[src/rtl/othello_pkg.sv]
// Shared Othello encodings, board geometry, direction steps and sequencer states.
package othello_pkg;

  localparam int unsigned BOARD_W = 10;

  localparam logic [1:0] EMPTY  = 2'b00;
  localparam logic [1:0] BLACK  = 2'b01;
  localparam logic [1:0] WHITE  = 2'b10;
  localparam logic [1:0] BORDER = 2'b11;

  // Step for direction d on a board of row pitch w, as 5-bit two's complement.
  function automatic logic [4:0] step_for(input int w, input logic [2:0] d);
    int s;
    case (d)
      3'd0:    s = -(w + 1);
      3'd1:    s = -w;
      3'd2:    s = -(w - 1);
      3'd3:    s = -1;
      3'd4:    s = 1;
      3'd5:    s = w - 1;
      3'd6:    s = w;
      default: s = w + 1;
    endcase
    return 5'(s);
  endfunction

  localparam logic [4:0] DIR_STEP [8] = '{
    step_for(BOARD_W, 3'd0), step_for(BOARD_W, 3'd1), step_for(BOARD_W, 3'd2),
    step_for(BOARD_W, 3'd3), step_for(BOARD_W, 3'd4), step_for(BOARD_W, 3'd5),
    step_for(BOARD_W, 3'd6), step_for(BOARD_W, 3'd7)
  };

  typedef enum logic [3:0] {
    S_IDLE, S_LOAD, S_START, S_WAIT, S_NEXT, S_DECIDE,
    S_PLACE, S_FLIP_SEL, S_FLIP_RD, S_FLIP_CHK, S_DONE
  } state_t;

  function automatic logic [2:0] lowest_set(input logic [7:0] m);
    logic [2:0] idx;
    idx = 3'd0;
    for (int i = 7; i >= 0; i--) begin
      if (m[i]) idx = 3'(i);
    end
    return idx;
  endfunction

endpackage

[src/rtl/dir_step_rom.sv]
// Combinational direction index to 5-bit signed address step.
module dir_step_rom
  import othello_pkg::*;
#(
  parameter int unsigned BOARD_W = othello_pkg::BOARD_W
) (
  input  logic [2:0] dir,
  output logic [4:0] step
);

  always_comb begin
    step = step_for(int'(BOARD_W), dir);
  end

endmodule

[src/rtl/move_sequencer.sv]
// Runs the validator over all eight directions, then places the piece and flips
// every legal run, owning the single board-RAM port.
module move_sequencer
  import othello_pkg::*;
#(
  parameter int unsigned BOARD_W      = othello_pkg::BOARD_W,
  parameter int unsigned MAX_RUN      = 8,
  parameter int unsigned VALI_TIMEOUT = 20
) (
  input  logic       clock,
  input  logic       reset,
  input  logic       start,
  input  logic [6:0] move_addr,
  input  logic       player,
  output logic       busy,
  output logic       done,
  output logic       legal,
  output logic [7:0] dir_mask,
  output logic [5:0] flip_count,
  output logic       vali_ld,
  output logic [4:0] vali_step,
  output logic       vali_en,
  input  logic       vali_done,
  input  logic       vali_dir_ok,
  input  logic [6:0] vali_addr,
  input  logic       vali_wren,
  output logic [6:0] mem_addr,
  output logic       mem_wren,
  output logic [1:0] mem_wdata,
  input  logic [1:0] mem_rdata
);

  localparam int unsigned RW = $clog2(MAX_RUN + 1);
  localparam int unsigned TW = $clog2(VALI_TIMEOUT + 1);

  state_t          state_q;
  logic [2:0]      d_q;
  logic [6:0]      move_q;
  logic            player_q;
  logic [7:0]      pend_q;
  logic [6:0]      cur_q;
  logic [RW-1:0]   run_q;
  logic [TW-1:0]   tmo_q;

  logic [1:0]      own_col;
  logic [1:0]      opp_col;
  logic [2:0]      sel_dir;
  logic [2:0]      rom_dir;
  logic [4:0]      step;
  logic [6:0]      step_ext;
  logic            flip_hit;

  assign own_col  = player_q ? WHITE : BLACK;
  assign opp_col  = player_q ? BLACK : WHITE;
  assign sel_dir  = lowest_set(pend_q);
  assign step_ext = {{2{step[4]}}, step};
  assign flip_hit = (state_q == S_FLIP_CHK) && (mem_rdata == opp_col) &&
                    (run_q < RW'(MAX_RUN));

  // The ROM is indexed by the direction the next state will use.
  always_comb begin
    rom_dir = d_q;
    case (state_q)
      S_IDLE:     rom_dir = 3'd0;
      S_NEXT:     rom_dir = d_q + 3'd1;
      S_FLIP_SEL: rom_dir = sel_dir;
      default:    rom_dir = d_q;
    endcase
  end

  dir_step_rom #(
    .BOARD_W (BOARD_W)
  ) u_dir_step_rom (
    .dir  (rom_dir),
    .step (step)
  );

  always_comb begin
    mem_addr  = '0;
    mem_wren  = 1'b0;
    mem_wdata = '0;
    case (state_q)
      S_START, S_WAIT: begin
        mem_addr = vali_addr;
        mem_wren = vali_wren;
      end
      S_PLACE: begin
        mem_addr  = move_q;
        mem_wren  = 1'b1;
        mem_wdata = own_col;
      end
      S_FLIP_RD: begin
        mem_addr = cur_q;
      end
      S_FLIP_CHK: begin
        mem_addr  = cur_q;
        mem_wren  = flip_hit;
        mem_wdata = own_col;
      end
      default: ;
    endcase
  end

  always_ff @(posedge clock or posedge reset) begin
    if (reset) begin
      state_q    <= S_IDLE;
      d_q        <= '0;
      move_q     <= '0;
      player_q   <= 1'b0;
      pend_q     <= '0;
      cur_q      <= '0;
      run_q      <= '0;
      tmo_q      <= '0;
      busy       <= 1'b0;
      done       <= 1'b0;
      legal      <= 1'b0;
      dir_mask   <= '0;
      flip_count <= '0;
      vali_ld    <= 1'b0;
      vali_en    <= 1'b0;
      vali_step  <= '0;
    end else begin
      vali_ld <= 1'b0;
      vali_en <= 1'b0;
      done    <= 1'b0;
      case (state_q)
        S_IDLE: begin
          if (start) begin
            move_q     <= move_addr;
            player_q   <= player;
            dir_mask   <= '0;
            flip_count <= '0;
            legal      <= 1'b0;
            d_q        <= '0;
            busy       <= 1'b1;
            vali_ld    <= 1'b1;
            vali_step  <= step;
            state_q    <= S_LOAD;
          end
        end
        S_LOAD: begin
          vali_en <= 1'b1;
          tmo_q   <= '0;
          state_q <= S_START;
        end
        S_START: state_q <= S_WAIT;
        S_WAIT: begin
          if (vali_done) begin
            dir_mask[d_q] <= vali_dir_ok;
            state_q       <= S_NEXT;
          end else if (tmo_q == TW'(VALI_TIMEOUT - 1)) begin
            state_q <= S_NEXT;
          end else begin
            tmo_q <= tmo_q + 1'b1;
          end
        end
        S_NEXT: begin
          if (d_q == 3'd7) begin
            state_q <= S_DECIDE;
          end else begin
            d_q       <= d_q + 3'd1;
            vali_ld   <= 1'b1;
            vali_step <= step;
            state_q   <= S_LOAD;
          end
        end
        S_DECIDE: begin
          if (dir_mask == 8'd0) begin
            done    <= 1'b1;
            state_q <= S_DONE;
          end else begin
            legal   <= 1'b1;
            pend_q  <= dir_mask;
            state_q <= S_PLACE;
          end
        end
        S_PLACE: begin
          d_q     <= '0;
          state_q <= S_FLIP_SEL;
        end
        S_FLIP_SEL: begin
          if (pend_q == 8'd0) begin
            done    <= 1'b1;
            state_q <= S_DONE;
          end else begin
            d_q             <= sel_dir;
            pend_q[sel_dir] <= 1'b0;
            cur_q           <= move_q + step_ext;
            run_q           <= '0;
            state_q         <= S_FLIP_RD;
          end
        end
        S_FLIP_RD: state_q <= S_FLIP_CHK;
        S_FLIP_CHK: begin
          if (flip_hit) begin
            flip_count <= flip_count + 6'd1;
            cur_q      <= cur_q + step_ext;
            run_q      <= run_q + 1'b1;
            state_q    <= S_FLIP_RD;
          end else begin
            state_q <= S_FLIP_SEL;
          end
        end
        S_DONE: begin
          busy    <= 1'b0;
          state_q <= S_IDLE;
        end
        default: state_q <= S_IDLE;
      endcase
    end
  end

endmodule

[config.mk]
export PLATFORM = sky130hd
export DESIGN_NAME = move_sequencer
export DESIGN_NICKNAME = d
export VERILOG_FILES = /design/src/rtl/othello_pkg.sv /design/src/rtl/dir_step_rom.sv /design/src/rtl/move_sequencer.sv
export SDC_FILE = /design/constraint.sdc
export NUM_CORES = 1
export LEC_CHECK = 0
export BUFFER_PORTS_ARGS = -buffer_cell sky130_fd_sc_hd__buf_4
export CORE_MARGIN = 1
export CORE_UTILIZATION = 53
export DETAILED_ROUTE_END_ITERATION = 6
export GPL_TIMING_DRIVEN = 0
export PLACE_DENSITY = 0.74
export SLEW_MARGIN = 20
export SYNTH_ARGS = -nofsm -noshare
export SYNTH_HDL_FRONTEND = slang
export SYNTH_SLANG_ARGS = --single-unit
[constraint.sdc]
create_clock -name clock -period 5.3 [get_ports clock]
set_input_delay 0 -clock clock [delete_from_list [all_inputs] [get_ports clock]]
set_output_delay 0 -clock clock [all_outputs]
set_load 0.03 [all_outputs]
Word-level counts from Yosys, hierarchy flattened. Index checks and enable logic that the tools add are counted.

Input port bits: 23. Register bits after elaboration: 63.

Equal/unequal tests: 28. Bitwise gates (word level): 2. Reduce and logical (&&, ||, !) cells: 31. Muxes and demuxes: 65. Add/subtract/negate cells: 6. Order comparisons: 5.

Operators with widths (count): $pmux W4 S10 (1); $mux W3 (12); $pmux W5 S7 (1); $mux W8 (4); $pmux W8 S2 (2); $mux W4 (7); $pmux W7 S3 (1); $reduce_and A3 Y1 (7); $mux W5 (4); $pmux W5 S2 (2); $eq A4 B3 Y1 const B (4); $logic_not A8 Y1 (2); $ne A2 B2 Y1 const B (8); $reduce_bool A2 Y1 (8); $add A7 B7 Y7 (2); $mux W7 (2); $pmux W7 S2 (1); $eq A3 B3 Y1 const B (4); $eq A4 B4 Y1 const B (3); $mux W6 (2); $pmux W3 S4 (1); $pmux W6 S2 (1); $mux W1 (10); $pmux W3 S3 (1); 29 further kinds (47).

Logic depth before layout (Yosys ltp).
Depth after elaboration: 16. Depth in mapped cells: 15.

Hierarchy. Synthesis repeated with hierarchy kept, for this count alone.

Cell total of the unflattened synthesis: 392. Area total of the unflattened synthesis: 3617.2 um^2.

Modules (own cells, without submodules): move_sequencer (area an instance 3567.2 um^2, seq. area each 1576.5 um^2, cells each 385, instances 1); dir_step_rom (area an instance 50.0 um^2, seq. area each 0.0 um^2, cells each 7, instances 1).

Worst setup path before layout. OpenSTA, ideal clock, no wires.

Kind: flip-flop to flip-flop. Start point: register pend_q[4]. End point: register cur_q[6]. Path slack: 1.907 ns. Period minus slack after synthesis: 3.393 ns. Buffers on the path: 0. Arrival time: 3.306 ns. Setup time: 0.087 ns. Cell stages (with the launch flop): 15. Cells stage by stage: dfrtp_1 -> or4_1 -> a32o_2 -> a21o_4 -> nor2_2 -> o21a_1 -> a211oi_1 -> ha_1 -> fa_1 -> a211oi_1 -> o21bai_1 -> a21oi_1 -> xnor2_2 -> a21o_1 -> a211oi_2.

Word-level cells in the longest chain between the ends: 11. Elaborated cells between the ends (all ways): 22. Those cells by class: add/sub (2); eq/ne (7); mux (10); reduce/logical (3).

Ends and longest elaborated chain: start, declared (line move_sequencer.sv:40) `logic [7:0] pend_q;`; start signal, assigned (line move_sequencer.sv:173) `pend_q <= dir_mask;`; $mux W3 (*) (5 in a row) (line othello_pkg.sv:42) `if (m[i]) idx = 3'(i);`; $pmux W3 S3 (*) (line move_sequencer.sv:63) `case (state_q)`; $eq A3 B3 Y1, or another cell as far along (line othello_pkg.sv:14) `case (d)`; $pmux W5 S7 (*) (line othello_pkg.sv:14); via step[0] (line move_sequencer.sv:49) `logic [4:0] step;`; $add A7 B7 Y7, on equally long branches (line move_sequencer.sv:197, move_sequencer.sv:188); $mux W7, on equally long branches (line move_sequencer.sv:195, move_sequencer.sv:182); $pmux W7 S2 (*) (line move_sequencer.sv:126) `case (state_q)`; end signal, assigned (line move_sequencer.sv:188) `cur_q <= move_q + step_ext;`; end signal, assigned (line move_sequencer.sv:197) `cur_q <= cur_q + step_ext;`; end, declared (line move_sequencer.sv:41) `logic [6:0] cur_q;`.

Mark *: on every way through the listed nets, which the timed path passes. The rest lies on a longest branch. The select of a mux whose other input is x is not followed. A chain may end at the register's enable or synchronous reset.

Final worst setup path.
Start point: register pend_q[5]. End point: register cur_q[6].

Word-level cells in the longest chain between the ends: 12. Elaborated cells between the ends (all ways): 23. Those cells by class: add/sub (2); eq/ne (7); mux (11); reduce/logical (3).

Ends and longest elaborated chain (line): $mux W3 (*) (6 in a row) (othello_pkg.sv:42); $pmux W3 S3 (*) (move_sequencer.sv:63); $eq A3 B3 Y1, or another cell as far along (othello_pkg.sv:14); $pmux W5 S7 (*) (othello_pkg.sv:14); via step[0] (move_sequencer.sv:49); $add A7 B7 Y7, on equally long branches (move_sequencer.sv:197, move_sequencer.sv:188); $mux W7, on equally long branches (move_sequencer.sv:195, move_sequencer.sv:182); $pmux W7 S2 (*) (move_sequencer.sv:126).

Marks and branches as above.

==> results.json <==
{
  "drc": 0,
  "grt_usage": 0.2735,
  "grt_max_degree": 49,
  "cts_resized": 0,
  "met3_usage": 0.04669,
  "synth_edf_count": 0,
  "synth.area.top_cells": "dfrtp_1, nand2_1, nor2_1, o21ai_0, ha_1",
  "syn_area_per_cell_um2": 8.792,
  "pwr-share-seq": 0.295,
  "max_freq_mhz": 261.8,
  "p_sw_w": 0.001080,
  "ys_warn_count": 0,
  "worstRegToRegCells": 14,
  "worstMarginPinSlew_ps": 926.2,
  "grt_pass1_wl_um": 15390,
  "synth-async-reset-ratio": 1.000,
  "synth_common_cells": "nand2_1, dfrtp_1, nor2_1",
  "vias_per_cell": 5.848,
  "grt-ovfl-total": 0,
  "ioPinCount": 57,
  "whs_ps": 39.72,
  "crit_required_ps": 5560,
  "busiest_layer": "met2",
  "maxCapViolations": 0,
  "core_area_um2": 6495,
  "htree_levels": 3,
  "peakVddDrop_uv": 313.4,
  "clkPwrFrac": 0.189,
  "final_cell_area_um2": 4501,
  "power_frac_comb": 0.516,
  "crit_fanout": 6,
  "cts_sinks": 62,
  "hold-path-cell-count": 3,
  "finClkSkew_ps": 13.97,
  "via_count": 3357,
  "wl_um": 9056,
  "post-route-period-util": 0.7207,
  "antenna_cells": 0,
  "worst_setup_path_end_kind": "flip-flop",
  "grt_pass1_vias": 3242,
  "die_h_um": 84.97,
  "firstDrtPassIters": 5,
  "finalPower_w": 0.002452,
  "drt-wirelength-per-cell_um": 15.78,
  "synth-seq-cells": 62,
  "layout-drive-gt1-share": 0.1972,
  "drt_iter0_markers": 281,
  "synthDistinctLibCells": 68,
  "row_count": 29,
  "cp-start-kind": "flip-flop",
  "hold_viol": 0,
  "port_buffers": 56,
  "cts_root_buf": "clkbuf_8",
  "dpl_cell_area_um2": 4195,
  "netlist_instances": 415,
  "slew_viol_final": 0,
  "dpl.hpwl_um": 6558,
  "min_period_ps": 3820,
  "cts_tree": "built",
  "met2_usage": 0.4421,
  "synth_flop_cell": "dfrtp_1",
  "antenna_left": 0,
  "dieArea_um2": 7220,
  "antenna_found_initial": 0,
  "syn_to_final_growth_pct": 23.35,
  "setup_viol": 0,
  "clkSlewWorstSetupHoldPaths_ps": 70,
  "power.density_nw_per_um2": 544.9,
  "internal_power_w": 0.001372,
  "clockBufferDepth": 2,
  "syn_nets": 450,
  "initial_utilization": 0.5617,
  "place_congestion": 0.9205,
  "relSlewSlack": 0.3812,
  "cp.arrival_ps": 4080,
  "yosysMostFrequentCell": "nand2_1",
  "power.leakage_nw": 2.199,
  "switching_share": 0.4403,
  "outcome": "complete, no violations",
  "synth.top_cell.area_share": 0.4252,
  "layout.nets": 527,
  "clk_latency_ps": 350,
  "numCtsBuffers": 9,
  "synthesis.area_um2": 3648,
  "critical_path_class": "flip-flop to flip-flop",
  "synth_top_area_cell": "dfrtp_1",
  "final.setup.tns_ps": 0,
  "rsz0062_at_grt": "no",
  "die_w_um": 84.97,
  "yosysSeqAreaShare": 0.4252,
  "met1_usage": 0.3665,
  "min_path_type": "primary input to flip-flop"
}
flip-flops by register name, summed over array words and instances (netlist names), 3 cells and up:
register and count:
pend_q 8, tmo_q 5, cur_q 7, vali_step 4, dir_mask 8, run_q 4
d_q 3, flip_count 6, move_q 7, state_q 4
cell type report:
type | count | area, um^2
buffer | 19 | 88.84
inverter | 10 | 40.04
tap | 77 | 96.34
fill | 535 | 1994
sequential | 62 | 1551
timing repair buffer | 66 | 538.0
clock inverter | 4 | 70.07
multi-input combinational | 324 | 1971
clock buffer | 12 | 145.1
cell usage in the layout, fill, tap and decap left out, types with 3 or more instances in the layout:
cell            n
inv_1           9
nor3_1          6
a31oi_1         6
a21oi_1        18
nand4_1         6
buf_2           4
o21ai_0        29
o21ai_1         6
a211oi_1        5
nand2b_1        5
nor2b_1         3
nand3_1         8
ha_1           11
xor2_1         10
o21bai_1        4
a21o_1          3
a22oi_1         7
clkbuf_1       13
o31ai_1         7
clkbuf_8       10
buf_4          57
nor2_1         39
dlygate4sd3_1   9
dfrtp_1        62
a22o_1          6
xnor2_1         3
nand2_1        94
metal layers:
layer  up-vias  routed length [um]
met5         -                   0
met4         0                 198
met3        17                 385
met1      1620                4167
met2        96                4304
li1       1624                   -
metrics by stage:
| stage | setup WS [ps] | utilization | std cells |
|---|---|---|---|
| CTS | 1475 | 0.6929 | 574 |
| floorplan | 1907 | - | 415 |
| detailed placement | 1521 | 0.6459 | 549 |
| finish | 1480 | 0.6929 | 574 |
| global route | 1223 | 0.6929 | 574 |
| global placement | 1574 | 0.6413 | 548 |
logic make-up after synthesis:
logic type	synth area share
compound gates	0.1975
xor+xnor	0.03567
flops	0.4252
fa+ha+maj	0.04321
buf+inv	0.03464
mux	0.01646
simple gates	0.2473
critical path: stages, from the launching register on:
cell and delay [ps]:
dfrtp_1 450, or4_1 560, a32o_2 310, a21o_4 220
nor2_2 120, o21a_1 150, a211oi_1 70, ha_1 230
fa_1 430, a211oi_1 280, o21bai_1 130, a21oi_1 240
xnor2_2 120, a21o_1 190, a211oi_2 220
final timing paths:
path	from	to	slack, ps
setup / recovery	pend_q[5]$_DFFE_PP0P_	cur_q[6]$_DFFE_PP0P_	1480
hold / removal	vali_dir_ok	dir_mask[3]$_DFFE_PP0P_	40
setup reg to reg	pend_q[5]$_DFFE_PP0P_	cur_q[6]$_DFFE_PP0P_	1480
hold reg to reg	legal$_DFFE_PP0P_	legal$_DFFE_PP0P_	480
max in group asynchronous	reset	tmo_q[2]$_DFFE_PP0P_	4670
min in group asynchronous	reset	run_q[2]$_DFFE_PP0P_	130
what timing repair did:
item                      CTS  global route
setup buffers               0             0
hold endpoints to repair   70             0
hold buffers                9             0
power by group through the flow:
| stage | Combinational [W] | Sequential [W] | Clock, W |
|---|---|---|---|
| floorplan | 0.000840 | 0.000786 | 0 |
| global placement | 0.00122 | 0.000726 | 0 |
| detailed placement | 0.00125 | 0.000729 | 0 |
| CTS | 0.00126 | 0.000722 | 0.000469 |
| global route | 0.00141 | 0.000741 | 0.000488 |
| finish | 0.00127 | 0.000723 | 0.000464 |
(Power assumes the default switching activity.)
